[src/rtl/seq_sort_rx.sv]
// Serial min/max sorter: collects four WIDTH-bit operands from a valid-qualified
// stream, runs the xnor/or/and/xor adder network, and returns min then max serially.
module seq_sort_rx #(
  parameter int WIDTH = 4
) (
  input  logic             clk,
  input  logic             rst_n,
  input  logic             in_valid,
  input  logic [WIDTH-1:0] in_num,
  output logic             out_valid,
  output logic [WIDTH:0]   out_num,
  output logic             busy,
  output logic             err
);

  typedef enum logic [2:0] {
    IDLE    = 3'd0,
    COLLECT = 3'd1,
    CALC    = 3'd2,
    OUT_MIN = 3'd3,
    OUT_MAX = 3'd4
  } state_e;

  state_e                  state_q;
  logic [1:0]              cnt_q;
  logic [3:0][WIDTH-1:0]   a_q;
  logic [WIDTH:0]          s1_q;
  logic [WIDTH:0]          s2_q;
  logic                    out_valid_q;
  logic [WIDTH:0]          out_num_q;
  logic                    busy_q;
  logic                    err_q;

  logic [WIDTH:0]          s1_d;
  logic [WIDTH:0]          s2_d;
  logic [WIDTH:0]          min_d;
  logic [WIDTH:0]          max_d;

  // Adder network on the captured operands; min is taken straight from the sums so
  // it can be registered on the CALC edge and appear in the following cycle.
  always_comb begin
    s1_d  = {1'b0, ~(a_q[0] ^ a_q[1])} + {1'b0, (a_q[1] | a_q[3])};
    s2_d  = {1'b0, (a_q[0] & a_q[2])} + {1'b0, (a_q[2] ^ a_q[3])};
    min_d = (s1_d < s2_d) ? s1_d : s2_d;
    max_d = (s1_q < s2_q) ? s2_q : s1_q;
  end

  // Frame FSM with all outputs registered alongside the state.
  always_ff @(posedge clk or negedge rst_n) begin
    if (!rst_n) begin
      state_q     <= IDLE;
      cnt_q       <= 2'd0;
      a_q         <= '0;
      s1_q        <= '0;
      s2_q        <= '0;
      out_valid_q <= 1'b0;
      out_num_q   <= '0;
      busy_q      <= 1'b0;
      err_q       <= 1'b0;
    end else begin
      err_q <= 1'b0;
      case (state_q)
        IDLE: begin
          out_valid_q <= 1'b0;
          out_num_q   <= '0;
          if (in_valid) begin
            a_q[0]  <= in_num;
            cnt_q   <= 2'd1;
            busy_q  <= 1'b1;
            state_q <= COLLECT;
          end else begin
            busy_q  <= 1'b0;
            state_q <= IDLE;
          end
        end
        COLLECT: begin
          if (in_valid) begin
            a_q[cnt_q] <= in_num;
            cnt_q      <= cnt_q + 2'd1;
            busy_q     <= 1'b1;
            if (cnt_q == 2'd3) begin
              state_q <= CALC;
            end else begin
              state_q <= COLLECT;
            end
          end else begin
            // A gap inside a frame aborts it: drop everything captured so far.
            a_q     <= '0;
            cnt_q   <= 2'd0;
            busy_q  <= 1'b0;
            err_q   <= 1'b1;
            state_q <= IDLE;
          end
        end
        CALC: begin
          s1_q        <= s1_d;
          s2_q        <= s2_d;
          out_valid_q <= 1'b1;
          out_num_q   <= min_d;
          busy_q      <= 1'b1;
          state_q     <= OUT_MIN;
        end
        OUT_MIN: begin
          out_valid_q <= 1'b1;
          out_num_q   <= max_d;
          busy_q      <= 1'b1;
          state_q     <= OUT_MAX;
        end
        OUT_MAX: begin
          out_valid_q <= 1'b0;
          out_num_q   <= '0;
          busy_q      <= 1'b0;
          cnt_q       <= 2'd0;
          a_q         <= '0;
          s1_q        <= '0;
          s2_q        <= '0;
          state_q     <= IDLE;
        end
        default: begin
          state_q     <= IDLE;
          cnt_q       <= 2'd0;
          a_q         <= '0;
          out_valid_q <= 1'b0;
          out_num_q   <= '0;
          busy_q      <= 1'b0;
        end
      endcase
    end
  end

  assign out_valid = out_valid_q;
  assign out_num   = out_num_q;
  assign busy      = busy_q;
  assign err       = err_q;

endmodule
[config.mk]
export PLATFORM = sky130hd
export DESIGN_NAME = seq_sort_rx
export DESIGN_NICKNAME = d
export VERILOG_FILES = /design/src/rtl/seq_sort_rx.sv
export SDC_FILE = /design/constraint.sdc
export NUM_CORES = 1
export LEC_CHECK = 0
export ABC_AREA = 1
export BUFFER_PORTS_ARGS = -buffer_cell sky130_fd_sc_hd__buf_4
export CELL_PAD_IN_SITES_DETAIL_PLACEMENT = 2
export CELL_PAD_IN_SITES_GLOBAL_PLACEMENT = 2
export CORE_MARGIN = 2
export CORE_UTILIZATION = 32
export CTS_CLUSTER_DIAMETER = 150
export CTS_CLUSTER_SIZE = 40
export DETAILED_ROUTE_END_ITERATION = 16
export PLACE_DENSITY = 0.7
export SLEW_MARGIN = 20
export SYNTH_ARGS = -nofsm -noshare
export SYNTH_HDL_FRONTEND = slang
export SYNTH_SLANG_ARGS = --single-unit
[constraint.sdc]
create_clock -name clk -period 3.7 [get_ports clk]
set_input_delay 1.11 -clock clk [delete_from_list [all_inputs] [get_ports clk]]
set_output_delay 1.11 -clock clk [all_outputs]
set_load 0.005 [all_outputs]
==> impl_metrics.ini, run 1 <==
[die]
die_h_microns = 88.1
io_pins = 15
start_util_pct = 33.1
die_x_microns = 88.1
core-area_sq_mm = 0.00683
dieArea_sq_mm = 0.00775
rows = 30

[clock_network]
ctsHoldBuffers = 0
cts_buffers = 5
cts.sinks = 39
cts_setup_buffers = 0
clockBufferDepth = 2
cts_tree = yes
htree_levels = 2
cts_resized = 0
cts_root_buf = clkbuf_8
clock_latency_ns = 0.29
clkSlewWorstSetupHoldPaths_ns = 0.08

[timing]
min_period_ns = 2.51
setup_tns_ns = 0
max_freq_mhz = 398
setup_viol = 0
maxSlewHeadroom_pct = 58.8
fin_ws_ns = 1.19
drv_slew = 0
worst_slew_pin_slew_ns = 0.612
hold_violations = 0
rsz0062_at_grt = false
period_share_pct = 68.0
fin_skew_ns = 0.00460

[grt]
grt_pass1_vias = 1980
antenna_found_initial = 0
grt_usage_pct = 16.9
grt_start_max_net_pins = 40
grt_pass1_wl_mm = 9.96
grt.overflow.total = 0

[yosys]
synth_flop_cell = dfrtp_1
synth.area.top_cells = dfrtp_1 43%, nand2_1 10%, ha_1 9.4%
synthAdderAreaFrac_pct = 11.2
ys_types = 23
ys_ff_latch = 39
yosysTopAreaCellShare_pct = 43.2
synth_commonest_cells = 62 x nand2_1, 45 x inv_1, 39 x dfrtp_1, 22 x nand3_1
syn_nets = 295
yosysMostFrequentCell = nand2_1
async_flop_share_pct = 100
synth_edf_count = 0
synthSimpleGateAreaFrac_pct = 18.5
netlist_area_sq_mm = 0.00226
muxShareOfSynthArea_pct = 0
ys.warnings.count = 0
synth_top_family_by_area = simple AND/OR/NAND/NOR gates
yosysTopAreaCell = dfrtp_1
synthCells = 269
synth-compound-area-share_pct = 14.8
synth_xor_area_share_pct = 3.87
synth_seq_area_share_pct = 43.2
syn_avg_cell_area_sq_um = 8.40

[worst_setup_path]
crit_family = simple AND/OR/NAND/NOR gates
path_cells = xor2_1, ha_1, fa_1, xnor2_1, nor2_1, o21ai_0, nand2_1, nand2_1, nand2_1, nand2_1, nand3_1, nand3_1
cp-start-kind = flip-flop
path_class = flip-flop to flip-flop
cp_slowest_cell = fa_1
crit_buf_inv = 0
critPathMaxStageDelay_ns = 0.43
cp-end-kind = flip-flop
cpMostUsedCell = nand2_1
cp.required_ns = 3.92
cp_max_fo = 5
crit_arrival_ns = 2.74

[routing]
vias_per_cell = 4.88
wire_per_inst_microns = 15.4
drc = 0
vias = 1883
drtPass1Iterations = 3
first_iter_violations = 48
routed_wl_mm = 5.95
ant_nets = 0

[power_and_ir_drop]
power_density_mw_per_mm2 = 890
clock_power_share_pct = 15.1
p_comb_share_pct = 56.1
p_leak_nw = 1.37
p_sw_mw = 1.10
p_sw_share_pct = 47.7
power.internal_mw = 1.21
pwr-share-seq_pct = 28.8
peakVddDrop_v = 0.000309

[finish]
antenna_cells = 0
fill_cells = 840
area_delta_synth_final_pct = 14.5
nets = 316
drive_gt1_share_pct = 10.7

[job]
maxCapViolCount = 0

[placement]
io_buffers = 14
dp_hpwl_mm = 4.77
gp_congestion = 0.791
dpl_worst_slack_ns = 1.20

[hold_path]
hp-class = flip-flop to flip-flop

[outcome]
status = finished clean
## path summary, 6_finish.rpt
path,slack [ns],from,to,cells past startpoint
min,0.48,out_valid$_DFFE_PN0N_,out_valid$_DFFE_PN0N_,2
max reg2reg,1.19,a_q[8]$_DFFE_PN0P_,out_num[2]$_DFFE_PN0N_,12
min in group asynchronous,0.78,rst_n,s2_q[4]$_DFFE_PN0P_,1
min reg2reg,0.48,out_valid$_DFFE_PN0N_,out_valid$_DFFE_PN0N_,2
max in group asynchronous,2.55,rst_n,a_q[12]$_DFFE_PN0P_,1
max,1.19,a_q[8]$_DFFE_PN0P_,out_num[2]$_DFFE_PN0N_,12
## through the flow
stage	util, %	hold WS (ns)	area [sq um]	std cells	power, mW
floorplan	-	0.459	2260	269	1.59
global placement	36.4	0.458	2490	379	1.96
detailed placement	36.4	0.464	2490	379	1.99
CTS	37.9	0.483	2590	386	2.35
global route	37.9	0.504	2590	386	2.57
finish	37.9	0.478	2590	386	2.30
## placed cells by master, fill, tap and decap left out, types with 4 or more instances in the layout
| cell | n |
|---|---|
| nand2_1 | 62 |
| inv_1 | 45 |
| dfrtp_1 | 39 |
| nand3_1 | 22 |
| o22ai_1 | 17 |
| ha_1 | 17 |
| buf_4 | 14 |
| o21ai_0 | 10 |
| nor2_1 | 9 |
| a21oi_1 | 9 |
| o211ai_1 | 8 |
| inv_2 | 5 |
| xor2_1 | 5 |
| xnor2_1 | 5 |
| clkbuf_8 | 5 |
| o21ai_1 | 4 |
## routing by layer
layer / track usage, % / wire, microns / vias up
li1: - / - / 921
met1: 21.4 / 2740 / 942
met2: 30.0 / 3030 / 16
met3: 3.39 / 129 / 4
met4: 3.72 / 51 / 0
met5: 0 / 0 / -
## layout make-up
cell class	count	area (sq um)	share of cell area, %
timing repair buffer	14	105	4.06
clock buffer	6	72.6	2.80
tap	96	120	4.64
inverter	51	191	7.39
clock inverter	1	30.0	1.16
sequential	39	976	37.7
multi-input combinational	179	1090	42.2
## registers in the layout (all words and copies together), names as in the netlist
register,count
out_valid,1
cnt_q,2
err,1
busy,1
s1_q,5
state_q,3
out_num,5
s2_q,5
a_q,16
## worst min-delay path, delay by kind of cell (launching register included)
kind / cells / cell delay, ns
and+or+nand+nor: 2 / 0.09
DFF: 1 / 0.35
## cell families after synthesis
group	Yosys count
and+or+nand+nor	96
AOI/OAI and AO/OA	54
buffers and inverters	51
DFF	39
adders and majority gates	19
xor gates and xnor gates	10
## power by group through the flow
stage	Combinational (mW)	Sequential [mW]	Clock (mW)
after floorplan	0.941	0.646	0
after global placement	1.29	0.666	0
after detailed placement	1.31	0.674	0
after CTS	1.33	0.666	0.354
after global routing	1.50	0.686	0.376
final	1.29	0.664	0.347
(Power assumes the default switching activity.)
==> run 2, diff against run 1 <==
clock period = 2.5 ns   (was 3.7 ns; I/O delays follow)
==> run 2 against run 1 <==
Against the previous run: flip-flop and latch count unchanged; first-iteration DRC count is 48% lower; largest cell class unchanged; critical path depth shrank 1; largest power group unchanged; sequential power rose by 48%; register-to-register slack worse by 1.1 ns; total power up 59%; critical path type unchanged.
==> impl_metrics.ini, run 2 (synthesized netlist as in run 1, its figures left out) <==
[outcome]
status = finished clean

[finish]
area_delta_synth_final_pct = 17.7
final_cell_mix = 60 x nand2_1, 45 x inv_1, 39 x dfrtp_1, 22 x nand3_1
nets = 319
drive_gt1_share_pct = 14.6
final_common_cell = nand2_1
antenna_cells = 0
largest_register_ffs = 16
instances_no_fill = 390
largest-register = a_q

[clock_network]
cts_tree = yes
cts_root_buf = clkbuf_8
cts_buffers = 5
cts.sinks = 39
clock_latency_ns = 0.30
clkSlewWorstSetupHoldPaths_ns = 0.08
htree_levels = 2
clockBufferDepth = 2

[timing]
drv_slew = 0
min_period_ns = 2.41
max_freq_mhz = 415
period_share_pct = 96.4
fin_ws_ns = 0.0902
worst_slew_pin_slew_ns = 0.535
fin_hold_ws_ns = 0.413
maxSlewHeadroom_pct = 64.0
fin_skew_ns = 0.00590
setup_viol = 0
hold_violations = 0

[grt]
globalRouteMet1Util_pct = 22.2
grt_pass1_vias = 2011
grt_usage_pct = 17.8
grt_pass1_wl_mm = 10.4
antenna_found_initial = 0
grt.overflow.total = 0
grt-busiest-layer = met2
met3_usage_pct = 3.11
grt_start_max_net_pins = 40
met2_usage_pct = 31.7

[power_and_ir_drop]
p_leak_nw = 1.39
p_comb_share_pct = 57.9
power_mw = 3.67
clock_power_share_pct = 15.3
pwr-share-seq_pct = 26.8
p_sw_share_pct = 47.7
power.internal_mw = 1.92
peakVddDrop_v = 0.000433
power_density_mw_per_mm2 = 1380
p_sw_mw = 1.75

[worst_setup_path]
ff2ff_path_depth = 11
cp-end-kind = flip-flop
path_class = flip-flop to flip-flop
cp.required_ns = 2.67
cp-start-kind = flip-flop
crit_arrival_ns = 2.58
cp_max_fo = 5

[die]
die_x_microns = 88.1
die_h_microns = 88.1
start_util_pct = 33.1
core-area_sq_mm = 0.00683
rows = 30
io_pins = 15
dieArea_sq_mm = 0.00775

[routing]
drc = 0
wire_per_inst_microns = 15.6
routed_wl_mm = 6.09
ant_nets = 0
first_iter_violations = 25
drtPass1Iterations = 3
vias_per_cell = 4.93
vias = 1921

[placement]
gp_congestion = 0.760
io_buffers = 14
dpl_worst_slack_ns = 0.000705
dp_hpwl_mm = 4.83
dp.cells = 380

[job]
maxCapViolCount = 0

[hold_path]
hp-class = input port to asynchronous set/reset pin
[run 2: through the flow]
| stage | TNS [ns] | utilization, % | area (sq um) |
|---|---|---|---|
| final | 0 | 39.0 | 2660 |
| after global routing | -0.0817 | 39.0 | 2660 |
| after CTS | 0 | 38.3 | 2610 |
| after detailed placement | 0 | 36.5 | 2490 |
| after global placement | 0 | 36.5 | 2490 |
| after floorplan | 0 | - | 2260 |
[run 2: final cells by class]
class,instances,area (sq um)
clock inverter,2,35.0
multi-input combinational,179,1130
inverter,51,191
sequential,39,976
tap,96,120
fill,830,4170
timing repair buffer,17,128
clock buffer,6,82.6
[run 2: power groups by stage]
stage,clock (mW),sequential [mW],combinational [mW]
floorplan,0,0.956,1.39
global placement,0,0.985,1.92
detailed placement,0,0.997,1.95
CTS,0.585,0.985,1.99
global route,0.612,1.01,2.49
finish,0.562,0.982,2.13
[run 2: repair_timing]
item | CTS | global route
setup endpoints to repair | 3 | 4
pin swaps | 0 | 2
buffers inserted | 0 | 2
hold buffers | 0 | 0
endpoints found under the hold margin | 0 | 0
resized for setup | 1 | 8
[run 2: path summary, 6_finish.rpt]
| kind | from | to | slack (ns) |
|---|---|---|---|
| max reg2reg | a_q[0]$_DFFE_PN0P_ | out_num[0]$_DFFE_PN0N_ | 0.09 |
| min in group clk | out_valid$_DFFE_PN0N_ | out_valid$_DFFE_PN0N_ | 0.48 |
| max in group asynchronous | rst_n | a_q[12]$_DFFE_PN0P_ | 1.71 |
| min reg2reg | out_valid$_DFFE_PN0N_ | out_valid$_DFFE_PN0N_ | 0.48 |
| min | rst_n | out_num[4]$_DFFE_PN0N_ | 0.41 |
| max | a_q[0]$_DFFE_PN0P_ | out_num[0]$_DFFE_PN0N_ | 0.09 |
[run 2: critical path, stage by stage (launching register included)]
cell and delay, ns:
dfrtp_1 0.43, xnor2_1 0.14, ha_1 0.22, fa_1 0.50, ha_4 0.29, a21oi_2 0.04
o21ai_1 0.17, nand2_1 0.09, nand2_2 0.13, nand3_1 0.10, nand3_1 0.09, nand3_1 0.07
[run 2: routing by layer]
layer / part of all wire (%) / vias to the layer above
li1: - / 937
met5: 0 / -
met2: 53 / 14
met1: 44 / 964
met4: 1.0 / 0
met3: 1.8 / 6
==> run 3, diff against run 2 <==
clock period = 3 ns   (was 2.5 ns; I/O delays follow)
==> run 3 against run 2 <==
Against the previous run: non-clock buffer count is 3 lower; routed wire length is 4.9% lower; die area unchanged; via count is 2.7% lower; register-to-register slack gained 0.41 ns; global-route usage decreased by 0.73 points; hold slack better by 0.065 ns; sequential power is 17% lower; maximum frequency fell by 3.8%; setup slack gained 0.41 ns; core utilization shrank 1.1 points; largest power group unchanged.
==> impl_metrics.ini, run 3 (synthesized netlist as in run 1, its figures left out) <==
[power_and_ir_drop]
peakVddDrop_v = 0.000319
power_density_mw_per_mm2 = 1100
p_leak_nw = 1.37
power.internal_mw = 1.49
p_sw_share_pct = 47.7
p_sw_mw = 1.35
p_comb_share_pct = 56.2
clock_power_share_pct = 15.0
power_mw = 2.84
pwr-share-seq_pct = 28.8

[clock_network]
cts_tree = yes
clkSlewWorstSetupHoldPaths_ns = 0.08
clock_latency_ns = 0.29
cts_setup_buffers = 0
cts_resized = 0
clockBufferDepth = 2
ctsHoldBuffers = 0
cts_buffers = 5
cts.sinks = 39
cts_root_buf = clkbuf_8
htree_levels = 2

[timing]
setup_tns_ns = 0
maxSlewHeadroom_pct = 59.7
min_period_ns = 2.50
fin_skew_ns = 0.00383
hold_violations = 0
max_freq_mhz = 399
setup_viol = 0
period_share_pct = 83.5
drv_slew = 0
rsz0062_at_grt = false
worst_slew_pin_slew_ns = 0.599

[routing]
routed_wl_mm = 5.79
ant_nets = 0
first_iter_violations = 41
top_layer_used = met4
vias_per_cell = 4.84
route.met2.wl_mm = 2.99
dr_wl_met3_microns = 102
drc = 0
wl_met1_mm = 2.65
vias = 1869
wire_per_inst_microns = 15.0
drtPass1Iterations = 4

[die]
start_util_pct = 33.1
rows = 30
die_x_microns = 88.1
io_pins = 15
core-area_sq_mm = 0.00683
dieArea_sq_mm = 0.00775
die_h_microns = 88.1

[worst_setup_path]
cp-end-kind = flip-flop
crit_arrival_ns = 2.67
rrSetupSlack_ns = 0.50
cp_max_fo = 5
regToRegStartpoint = a_q[8]$_DFFE_PN0P_
rr_endpoint = out_num[2]$_DFFE_PN0N_
cp-start-kind = flip-flop
path_class = flip-flop to flip-flop
cp.required_ns = 3.17
ff2ff_path_depth = 13

[hold_path]
hp-class = flip-flop to flip-flop
whs_endpoint = out_valid$_DFFE_PN0N_
worstHoldStart = out_valid$_DFFE_PN0N_
whs_path_depth = 2

[grt]
grt.overflow.total = 0
grt_usage_pct = 17.0
grt_pass1_vias = 1999
grt_start_max_net_pins = 40
antenna_found_initial = 0
grt_pass1_wl_mm = 10.0

[finish]
final_common_cell = nand2_1
area_delta_synth_final_pct = 14.5
nets = 316
instances_no_fill = 386
final_cell_mix = 62 x nand2_1, 45 x inv_1, 39 x dfrtp_1, 22 x nand3_1
utilization_pct = 37.9
largest-register = a_q
postLayoutCellArea_sq_mm = 0.00259
largest_register_ffs = 16
antenna_cells = 0
drive_gt1_share_pct = 10.7

[outcome]
status = finished clean

[placement]
gp_congestion = 0.791
dp_hpwl_mm = 4.72
dp.cells = 379
placed_area_sq_mm = 0.00249
io_buffers = 14

[job]
maxCapViolCount = 0
-- run 3: layout make-up --
| type | count | area (sq um) |
|---|---|---|
| sequential | 39 | 976 |
| timing repair buffer | 14 | 105 |
| clock buffer | 6 | 72.6 |
| inverter | 51 | 191 |
| multi-input combinational | 179 | 1090 |
| tap | 96 | 120 |
| clock inverter | 1 | 30.0 |
| fill | 814 | 4240 |
-- run 3: power by group through the flow --
stage	Sequential, mW	Clock, mW	Combinational, mW
after CTS	0.821	0.439	1.64
after global routing	0.845	0.462	1.85
after detailed placement	0.831	0	1.62
after global placement	0.822	0	1.59
final	0.817	0.428	1.60
after floorplan	0.797	0	1.16
-- run 3: through the flow --
stage          setup WS (ns)  hold slack (ns)
2_1_floorplan          0.734            0.459
3_3_place_gp           0.570            0.458
3_5_place_dp           0.486            0.464
4_1_cts                0.475            0.484
5_1_grt                0.155            0.504
6_report               0.496            0.478
-- run 3: worst max path at each step --
| stage | from | to | slack (ns) | depth (start not counted) |
|---|---|---|---|---|
| 6_report | a_q[8]$_DFFE_PN0P_ | out_num[2]$_DFFE_PN0N_ | 0.50 | 13 |
| 3_5_place_dp | a_q[8]$_DFFE_PN0P_ | out_num[2]$_DFFE_PN0N_ | 0.49 | 13 |
| 5_1_grt | a_q[8]$_DFFE_PN0P_ | out_num[2]$_DFFE_PN0N_ | 0.15 | 12 |
| 3_3_place_gp | a_q[0]$_DFFE_PN0P_ | out_num[1]$_DFFE_PN0N_ | 0.57 | 12 |
| 4_1_cts | a_q[8]$_DFFE_PN0P_ | out_num[2]$_DFFE_PN0N_ | 0.48 | 12 |
| 2_1_floorplan | a_q[12]$_DFFE_PN0P_ | out_num[0]$_DFFE_PN0N_ | 0.73 | 13 |
-- run 3: layer usage --
layer | global-route usage [%] | vias to the layer above
met4 | 4.55 | 0
met3 | 3.11 | 5
met5 | 0 | -
met1 | 21.5 | 923
met2 | 30.1 | 18
li1 | - | 923
-- run 3: critical path, cell delays in order, from the launching register on --
cell     delay, ns
dfrtp_1       0.41
xor2_1        0.15
ha_1          0.21
fa_1          0.48
inv_1         0.07
ha_1          0.27
a21oi_1       0.14
o21ai_0       0.10
nand2_1       0.07
nand2_1       0.12
nand2_1       0.16
nand2_1       0.06
nand3_1       0.08
nand3_1       0.07
